<file path="src/rtl/regfile_pkg.sv">
// Shared constants and helpers for the decode-stage register file.
package regfile_pkg;

    localparam int unsigned REG_ZERO  = 0;
    localparam int unsigned DEF_WIDTH = 32;
    localparam int unsigned DEF_NREGS = 32;
    localparam int unsigned DEF_NRD   = 2;

    // Address width for a given register count (at least one bit).
    function automatic int unsigned aw_for(input int unsigned nregs);
        return (nregs <= 2) ? 1 : $clog2(nregs);
    endfunction

endpackage

</file>
<file path="src/rtl/regfile_bypass_if.sv">
// Decode-stage register file bus: writeback write port, fetch read
// addresses, execute read data and the load scoreboard controls.
interface regfile_bypass_if
    import regfile_pkg::*;
#(
    parameter int unsigned WIDTH = DEF_WIDTH,
    parameter int unsigned NREGS = DEF_NREGS,
    parameter int unsigned NRD   = DEF_NRD
) ();
    localparam int unsigned AW = aw_for(NREGS);

    logic                 stall;
    logic                 flush;
    logic                 we;
    logic [AW-1:0]        wa;
    logic [WIDTH-1:0]     wd;
    logic [NRD*AW-1:0]    ra;
    logic [NRD*WIDTH-1:0] rd_q;
    logic                 sb_set;
    logic [AW-1:0]        sb_addr;
    logic                 hazard;

    modport master (
        output stall, flush, we, wa, wd, ra, sb_set, sb_addr,
        input  rd_q, hazard
    );

    modport slave (
        input  stall, flush, we, wa, wd, ra, sb_set, sb_addr,
        output rd_q, hazard
    );

endinterface

</file>
<file path="src/rtl/sb_tracker.sv">
// Pending-load scoreboard: one bit per register, set by an issuing load,
// cleared by the retiring write, and reduced into a load-use hazard.
module sb_tracker
    import regfile_pkg::*;
#(
    parameter int unsigned NREGS    = DEF_NREGS,
    parameter int unsigned NRD      = DEF_NRD,
    parameter bit          ZERO_REG = 1'b1
) (
    input  logic              clk,
    input  logic              rst_n,
    input  logic              i_set,
    input  logic [aw_for(NREGS)-1:0] i_set_addr,
    input  logic              i_clr,
    input  logic [aw_for(NREGS)-1:0] i_clr_addr,
    input  logic [NRD*aw_for(NREGS)-1:0] i_ra,
    output logic              o_hazard_c
);
    localparam int unsigned AW = aw_for(NREGS);

    logic [NREGS-1:0] r_sb;
    logic [NREGS-1:0] w_sb_nxt;

    // In-range and not the hardwired zero register.
    function automatic logic addr_ok(input logic [AW-1:0] a);
        return (32'(a) < NREGS) && !(ZERO_REG && (a == AW'(REG_ZERO)));
    endfunction

    // Next scoreboard: clear first so a colliding set wins.
    always_comb begin
        w_sb_nxt = r_sb;
        if (i_clr && addr_ok(i_clr_addr)) begin
            w_sb_nxt[i_clr_addr] = 1'b0;
        end
        if (i_set && addr_ok(i_set_addr)) begin
            w_sb_nxt[i_set_addr] = 1'b1;
        end
    end

    // Scoreboard state register.
    always_ff @(posedge clk or negedge rst_n) begin
        if (!rst_n) begin
            r_sb <= '0;
        end else begin
            r_sb <= w_sb_nxt;
        end
    end

    // Any port reading a pending register not being written this cycle.
    always_comb begin
        o_hazard_c = 1'b0;
        for (int i = 0; i < int'(NRD); i++) begin
            if (addr_ok(i_ra[i*AW +: AW]) && r_sb[i_ra[i*AW +: AW]]
                && !(i_clr && (i_clr_addr == i_ra[i*AW +: AW]))) begin
                o_hazard_c = 1'b1;
            end
        end
    end

endmodule

</file>
<file path="src/rtl/regfile_bypass.sv">
// Decode-stage register file with same-cycle write-to-read bypass,
// registered read data (stall hold, flush clear) and load-use hazard.
module regfile_bypass
    import regfile_pkg::*;
#(
    parameter int unsigned WIDTH    = DEF_WIDTH,
    parameter int unsigned NREGS    = DEF_NREGS,
    parameter int unsigned NRD      = DEF_NRD,
    parameter bit          ZERO_REG = 1'b1
) (
    input  logic            clk,
    input  logic            rst_n,
    regfile_bypass_if.slave bus
);
    localparam int unsigned AW = aw_for(NREGS);

    logic [WIDTH-1:0]     r_mem [NREGS];
    logic [NRD*WIDTH-1:0] r_rd_q;
    logic [WIDTH-1:0]     w_rd_val [NRD];
    logic [NRD*WIDTH-1:0] w_rd_pack;
    logic                 w_wr_en;
    logic                 w_hazard;

    // In-range and not the hardwired zero register.
    function automatic logic addr_ok(input logic [AW-1:0] a);
        return (32'(a) < NREGS) && !(ZERO_REG && (a == AW'(REG_ZERO)));
    endfunction

    assign w_wr_en = bus.we && addr_ok(bus.wa);

    // Register array; writeback always retires regardless of stall/flush.
    always_ff @(posedge clk or negedge rst_n) begin
        if (!rst_n) begin
            for (int i = 0; i < int'(NREGS); i++) begin
                r_mem[i] <= '0;
            end
        end else if (w_wr_en) begin
            r_mem[bus.wa] <= bus.wd;
        end
    end

    // Per-port read mux: zero/out-of-range, then bypass, then array.
    for (genvar gi = 0; gi < int'(NRD); gi++) begin : g_rd
        logic [AW-1:0] w_ra;
        logic          w_ra_ok;
        assign w_ra    = bus.ra[gi*AW +: AW];
        assign w_ra_ok = addr_ok(w_ra);
        assign w_rd_val[gi] = !w_ra_ok                        ? '0     :
                              (bus.we && (bus.wa == w_ra))    ? bus.wd :
                                                                r_mem[w_ra];
    end

    // Pack port values onto the flat read-data bus.
    always_comb begin
        w_rd_pack = '0;
        for (int i = 0; i < int'(NRD); i++) begin
            w_rd_pack[i*WIDTH +: WIDTH] = w_rd_val[i];
        end
    end

    // Read-data register: flush over stall over load.
    always_ff @(posedge clk or negedge rst_n) begin
        if (!rst_n) begin
            r_rd_q <= '0;
        end else if (bus.flush) begin
            r_rd_q <= '0;
        end else if (!bus.stall) begin
            r_rd_q <= w_rd_pack;
        end
    end

    sb_tracker #(
        .NREGS    (NREGS),
        .NRD      (NRD),
        .ZERO_REG (ZERO_REG)
    ) u_sb (
        .clk        (clk),
        .rst_n      (rst_n),
        .i_set      (bus.sb_set),
        .i_set_addr (bus.sb_addr),
        .i_clr      (bus.we),
        .i_clr_addr (bus.wa),
        .i_ra       (bus.ra),
        .o_hazard_c (w_hazard)
    );

    assign bus.rd_q   = r_rd_q;
    assign bus.hazard = w_hazard;

endmodule

</file>
<file path="src/flat_wrapper.sv">
// flat-port wrapper written by rule: the top's interface ports become plain ports
module regfile_bypass_flat import regfile_pkg::*;
#(
    parameter int unsigned WIDTH    = DEF_WIDTH,
    parameter int unsigned NREGS    = DEF_NREGS,
    parameter int unsigned NRD      = DEF_NRD,
    parameter bit          ZERO_REG = 1'b1
)
  (clk, rst_n, bus_stall, bus_flush, bus_we, bus_wa, bus_wd, bus_ra, bus_sb_set, bus_sb_addr, bus_rd_q, bus_hazard);
  regfile_bypass_if #(.WIDTH(WIDTH), .NREGS(NREGS), .NRD(NRD)) bus_i ();
  input  logic clk;
  input  logic rst_n;
  input wire logic [$bits(bus_i.stall)-1:0] bus_stall;
  input wire logic [$bits(bus_i.flush)-1:0] bus_flush;
  input wire logic [$bits(bus_i.we)-1:0] bus_we;
  input wire logic [$bits(bus_i.wa)-1:0] bus_wa;
  input wire logic [$bits(bus_i.wd)-1:0] bus_wd;
  input wire logic [$bits(bus_i.ra)-1:0] bus_ra;
  input wire logic [$bits(bus_i.sb_set)-1:0] bus_sb_set;
  input wire logic [$bits(bus_i.sb_addr)-1:0] bus_sb_addr;
  output wire logic [$bits(bus_i.rd_q)-1:0] bus_rd_q;
  output wire logic [$bits(bus_i.hazard)-1:0] bus_hazard;
  assign bus_i.stall = bus_stall;
  assign bus_i.flush = bus_flush;
  assign bus_i.we = bus_we;
  assign bus_i.wa = bus_wa;
  assign bus_i.wd = bus_wd;
  assign bus_i.ra = bus_ra;
  assign bus_i.sb_set = bus_sb_set;
  assign bus_i.sb_addr = bus_sb_addr;
  assign bus_rd_q = bus_i.rd_q;
  assign bus_hazard = bus_i.hazard;
  regfile_bypass #(.WIDTH(WIDTH), .NREGS(NREGS), .NRD(NRD), .ZERO_REG(ZERO_REG)) u_core (.clk(clk), .rst_n(rst_n), .bus(bus_i));
endmodule
</file>
<file path="config.mk">
export PLATFORM = sky130hd
export DESIGN_NAME = regfile_bypass_flat
export DESIGN_NICKNAME = d
export VERILOG_FILES = /design/src/rtl/regfile_pkg.sv /design/src/rtl/regfile_bypass_if.sv /design/src/rtl/sb_tracker.sv /design/src/rtl/regfile_bypass.sv /design/src/flat_wrapper.sv
export SDC_FILE = /design/constraint.sdc
export NUM_CORES = 2
export LEC_CHECK = 0
export BUFFER_PORTS_ARGS = -buffer_cell sky130_fd_sc_hd__buf_2
export CORE_ASPECT_RATIO = 0.7
export CORE_MARGIN = 1
export CORE_UTILIZATION = 53
export CTS_CLUSTER_DIAMETER = 30
export DETAILED_ROUTE_END_ITERATION = 16
export GPL_ROUTABILITY_DRIVEN = 1
export PLACE_DENSITY = 0.66
export SLEW_MARGIN = 20
export SYNTH_ARGS = -nofsm -noshare
export SYNTH_HDL_FRONTEND = slang
export SYNTH_SLANG_ARGS = --single-unit
</file>
<file path="constraint.sdc">
create_clock -name clk -period 6.5 [get_ports clk]
set_input_delay 1.95 -clock clk [delete_from_list [all_inputs] [get_ports clk]]
set_output_delay 1.95 -clock clk [all_outputs]
set_load 0.05 [all_outputs]
</file>
Word-level counts from Yosys, hierarchy flattened. Cells that the tools add are included.

Register bits after elaboration: 1120. Input port bits: 58. Output and inout bits: 65.

$lt $le $gt $ge: 10. Eq/ne operators: 3. Mux-type cells: 27. Bitwise gates (word level): 6. Reduce and logical (&&, ||, !) cells: 21.

Operators with widths (count): $bwmux 1024 (1); $mux 32 (11); $bmux 32 s5 (2); $demux 32 s5 (1); $mux 64 (2); $and 32x32->32 (1); $not 32->32 (1); $or 32x32->32 (1); $lt 5x6->1 const B (4); $logic_not 5->1 (4); $ge 6x6->1 const B (3); $not 5->6 (3); $logic_and 1x1->1 (11); $bmux 1 s5 (2); $demux 1 s5 (2); $eq 5x5->1 (2); $ge 5x1->1 const B (2); $logic_not 1->1 (6); $lt 6x1->1 const B (1); $mux 1 (6); $ne 2x1->1 const B (1).

Longest topological paths before layout.
Depth in word-level cells: 9. Depth in mapped cells: 10. Mapped depth without buffers: 5.

Cells and area by module. Synthesis repeated with hierarchy kept, for this count alone.

Cells, all modules: 4297. Area total of the unflattened synthesis: 59500.8 µm².

Modules (own cells, without submodules): regfile_bypass (times used 1, cells an instance 4094, area each 57420.1 µm²); sb_tracker (times used 1, cells an instance 203, area each 2080.7 µm²).

Worst setup path before layout. Ideal clock, no wire load.

Path kind: input port to output port. Start: input port bus_ra[7]. End: output port bus_hazard. Arrival: 3.888 ns. Required time: 4.550 ns. Slack: 0.662 ns. Stages on the path: 8. Buffers on the path: 3. Cells stage by stage: buf_2 -> buf_1 -> clkbuf_1 -> mux4_2 -> nand2_1 -> nand2_1 -> a221o_1 -> a32o_1.

Word-level cells in the longest chain between the ends: 5. Elaborated cells on any way between the ends: 10. Classes of those cells: 1 x eq/ne; 3 x mux; 6 x reduce/logical.

Ends and longest elaborated chain: from (decl) (RTL line flat_wrapper.sv:18) `input wire logic [$bits(bus_i.ra)-1:0] bus_ra;`; $bmux 1 s5 (tied with other cells) (RTL line sb_tracker.sv:53) `if (addr_ok(i_ra[i*AW +: AW]) && r_sb[i_ra[i*AW +: AW]]`; $mux 1 (not written as such) (tied with other cells) (RTL line sb_tracker.sv:53); $logic_and 1x1->1 / $logic_not 1->1 (equally long branches) (RTL line sb_tracker.sv:53, sb_tracker.sv:54); $logic_and 1x1->1 (*) (RTL line sb_tracker.sv:54) `&& !(i_clr && (i_clr_addr == i_ra[i*AW +: AW]))) begin`; $mux 1 (*) (RTL line sb_tracker.sv:53); to (decl) (RTL line flat_wrapper.sv:22) `output wire logic [$bits(bus_i.hazard)-1:0] bus_hazard;`.

Mark *: on every way between the ends. The rest lies on a longest branch, timed or not. The select of a mux whose other input is x is not followed.

Final worst setup path.
Start: input port bus_ra[8]. End: output port bus_hazard.

Same word-level chain as after synthesis.

==> impl_metrics.tcl <==
set metrics [dict create \
    status "complete, no violations" \
    p_seq_frac 0.391 \
    nFillCells 8292 \
    peakVddDrop_v 0.000269 \
    rsz0062_at_grt "no" \
    grt_overflow_total 0 \
    synth_top_cell_area_share 0.477 \
    cts_root_buf "clkbuf_16" \
    drtIter0Drc 4422 \
    fp-row-count 101 \
    setup_tns_ps 0 \
    synth_fa_ha_area_frac 0 \
    wirelength_mm 189 \
    required_ps 4550 \
    synth_enable_flop_cells 0 \
    synth_cell_types 58 \
    synth_compound_area_frac 0.0614 \
    synthSimpleGateAreaFrac 0.0182 \
    fmax_ghz 0.171 \
    hold_buffers 0 \
    final.min_clock_period_ps 5840 \
    ys_seq_area_frac 0.477 \
    area_growth_pct 14.1 \
    drive_gt1_frac 0.490 \
    postCtsSetupRepairBufs 0 \
    clock-sinks 1120 \
    io_pins 123 \
    viasPerCell 6.98 \
    dp_hpwl_mm 99.7 \
    critPathMaxFanout 29 \
    async_reset_ff_frac 1.00 \
    powerDensity_nw_per_um2 353 \
    syn-instance-count 4052 \
    p_comb_frac 0.163 \
    p_sw_mw 6.34 \
    internal-power_mw 17.3 \
    syn_avg_cell_area_um2 14.5 \
    drtAntennaViolNets 0 \
    die_area_um2 112000 \
    hold_ws_ps 389 \
    grt_pass1_vias 39300 \
    cts_tree "done" \
    fin_nets 4051 \
    die_w_um 400 \
    final_common_cell "dfrtp_1" \
    synth_area_um2 58800 \
    end_kind "output port" \
    p_clk_frac 0.446 \
    post_cts_resized 0 \
    synth-seq-cells 1120 \
    cts-htree-levels 4 \
    synth_area_leaders "dfrtp_1 48%, mux2_2 20%, mux4_2 15%" \
    via_count 39000 \
    hold_viol 0 \
    switching_share 0.268 \
    track_usage 0.343 \
    die-height_um 281 \
    synth_top_family_by_area "multiplexers" \
    worstHoldStart "u_core.r_mem[1022]" \
    finalCritPeriodShare 0.898 \
    cts.clk_slew.worst_paths_ps 50 \
    routedWlPerCell_um 33.8 \
    synth-warning-count 0 \
    p_leak_nw 29.7 \
    r2r_start "u_core.r_mem[535]" \
    antenna_found_initial 0 \
    coreArea_um2 109000 \
    insertion_delay_ps 790 \
    criticalPathCategory "primary input to output port" \
    setup_violations 0 \
    synth_ff_type "dfrtp_1" \
    start_util 0.538 \
    maxSlewViolCount 0 \
    dr.pass1.iters 6 \
    grt_pass1_wl_mm 279 \
    cap_viol_max_count 0 \
    worst_pin_slew_ps 1200 \
    drc_errors 0 \
    finalWeightedCongestion 0.827 \
    fin_skew_ps 23.1 \
    crit_path_start_kind "primary input" \
    slew_headroom 0.201 \
    syn_nets 4110 \
    crit_arrival_ps 3890 \
    cts_buffers 181 \
    hold_class "flop to flop" \
    yosysTopAreaCell "dfrtp_1" \
    cts_max_path_buffers 3 \
    layout_common_cells "1120 x dfrtp_1, 1057 x mux2_2, 380 x mux4_2" \
    synth-xor-area-share 0.00149 \
    synthMuxAreaShare 0.405 \
    crit_start "bus_ra[8]" \
    grt_max_degree 136 \
    portBuffers 122 \
]
## area by class of cell
class | count | area (um^2) | area share
multi-input combinational | 2452 | 28900 | 0.431
sequential | 1120 | 28000 | 0.418
clock buffer | 223 | 4970 | 0.0742
tap | 1442 | 1800 | 0.0269
clock inverter | 116 | 1700 | 0.0253
timing repair buffer | 224 | 1620 | 0.0241
inverter | 14 | 53.8 | 0.000802
antenna | 2 | 5.00 | 0.0000746
## sequential cells by signal, indices dropped and copies added, names as in the netlist
name,cells
u_core.u_sb.r_sb,32
u_core.r_mem,1024
u_core.bus.rd_q,64
## critical path, cell delays in order
cell      delay, ps
buf_4           470
nand3b_1        250
buf_4           310
o21bai_1        130
a221o_1         270
a32o_1          250
buf_2           220
## path summary, 6_finish.rpt
check,end,slack (ps),cells after the start
worst max-delay path,bus_hazard,660,7
worst max register to register,u_core.bus.rd_q[23],4340,5
worst min register to register,u_core.r_mem[1022],390,0
max in group asynchronous,u_core.r_mem[645],3860,2
min in group asynchronous,u_core.r_mem[724],1220,1
worst min-delay path,u_core.r_mem[1022],390,0
## cell usage after synthesis, drive strengths merged (2+ instances only)
master and n:
a22oi 18, nand3b 4, nand2 83, nor3b 2, mux2 1057, o32ai 2, nor2 32, nand3 7
nor4bb 2, or3b 3, a221o 65, mux2i 295, a21oi 85, a22o 25, a2111oi 22, o31ai 2
and2 34, o221ai 67, xnor2 10, buf 199, mux4 395, or3 2, nand2b 3, o2111ai 2
a211oi 42, nor2b 11, o211ai 2, clkbuf 267, nor3 22, dfrtp 1120, nand4b 3, inv 14
o21ai 40, nand4 4, a221oi 32, a32o 5, o22ai 65
## kinds of logic after synthesis
kind of cell    Yosys count
mux                    1747
buf+inv                 480
flops                  1120
xor+xnor                 10
compound gates          479
simple gates            216
## layer usage
layer  vias up  routed length (um)  global-route usage
met5         -                   0                   0
met4         0                6930               0.132
met3       427               16700              0.0811
met2      1941               84600               0.506
met1     21000               80900               0.493
li1      15700                   -                   -
## metrics by stage
| stage | util | power (mW) | cell area, um^2 | worst slack, ps | cells |
|---|---|---|---|---|---|
| finish | 0.614 | 23.7 | 67100 | 664 | 5593 |
| global route | 0.614 | 24.5 | 67100 | 642 | 5591 |
| CTS | 0.614 | 23.7 | 67100 | 692 | 5591 |
| detailed placement | 0.553 | 13.1 | 60400 | 692 | 5252 |
| global placement | 0.553 | 13.0 | 60400 | 710 | 5251 |
| floorplan | - | 12.0 | 58800 | 662 | 4052 |
## power by group through the flow
stage	registers (mW)	logic (mW)	clock network, mW
after floorplan	9.07	2.91	0
after global placement	9.27	3.75	0
after detailed placement	9.30	3.83	0
after CTS	9.21	3.85	10.7
after global routing	9.41	4.12	11.0
final	9.26	3.85	10.6
No activity file was read; power rests on OpenSTA's default activity.
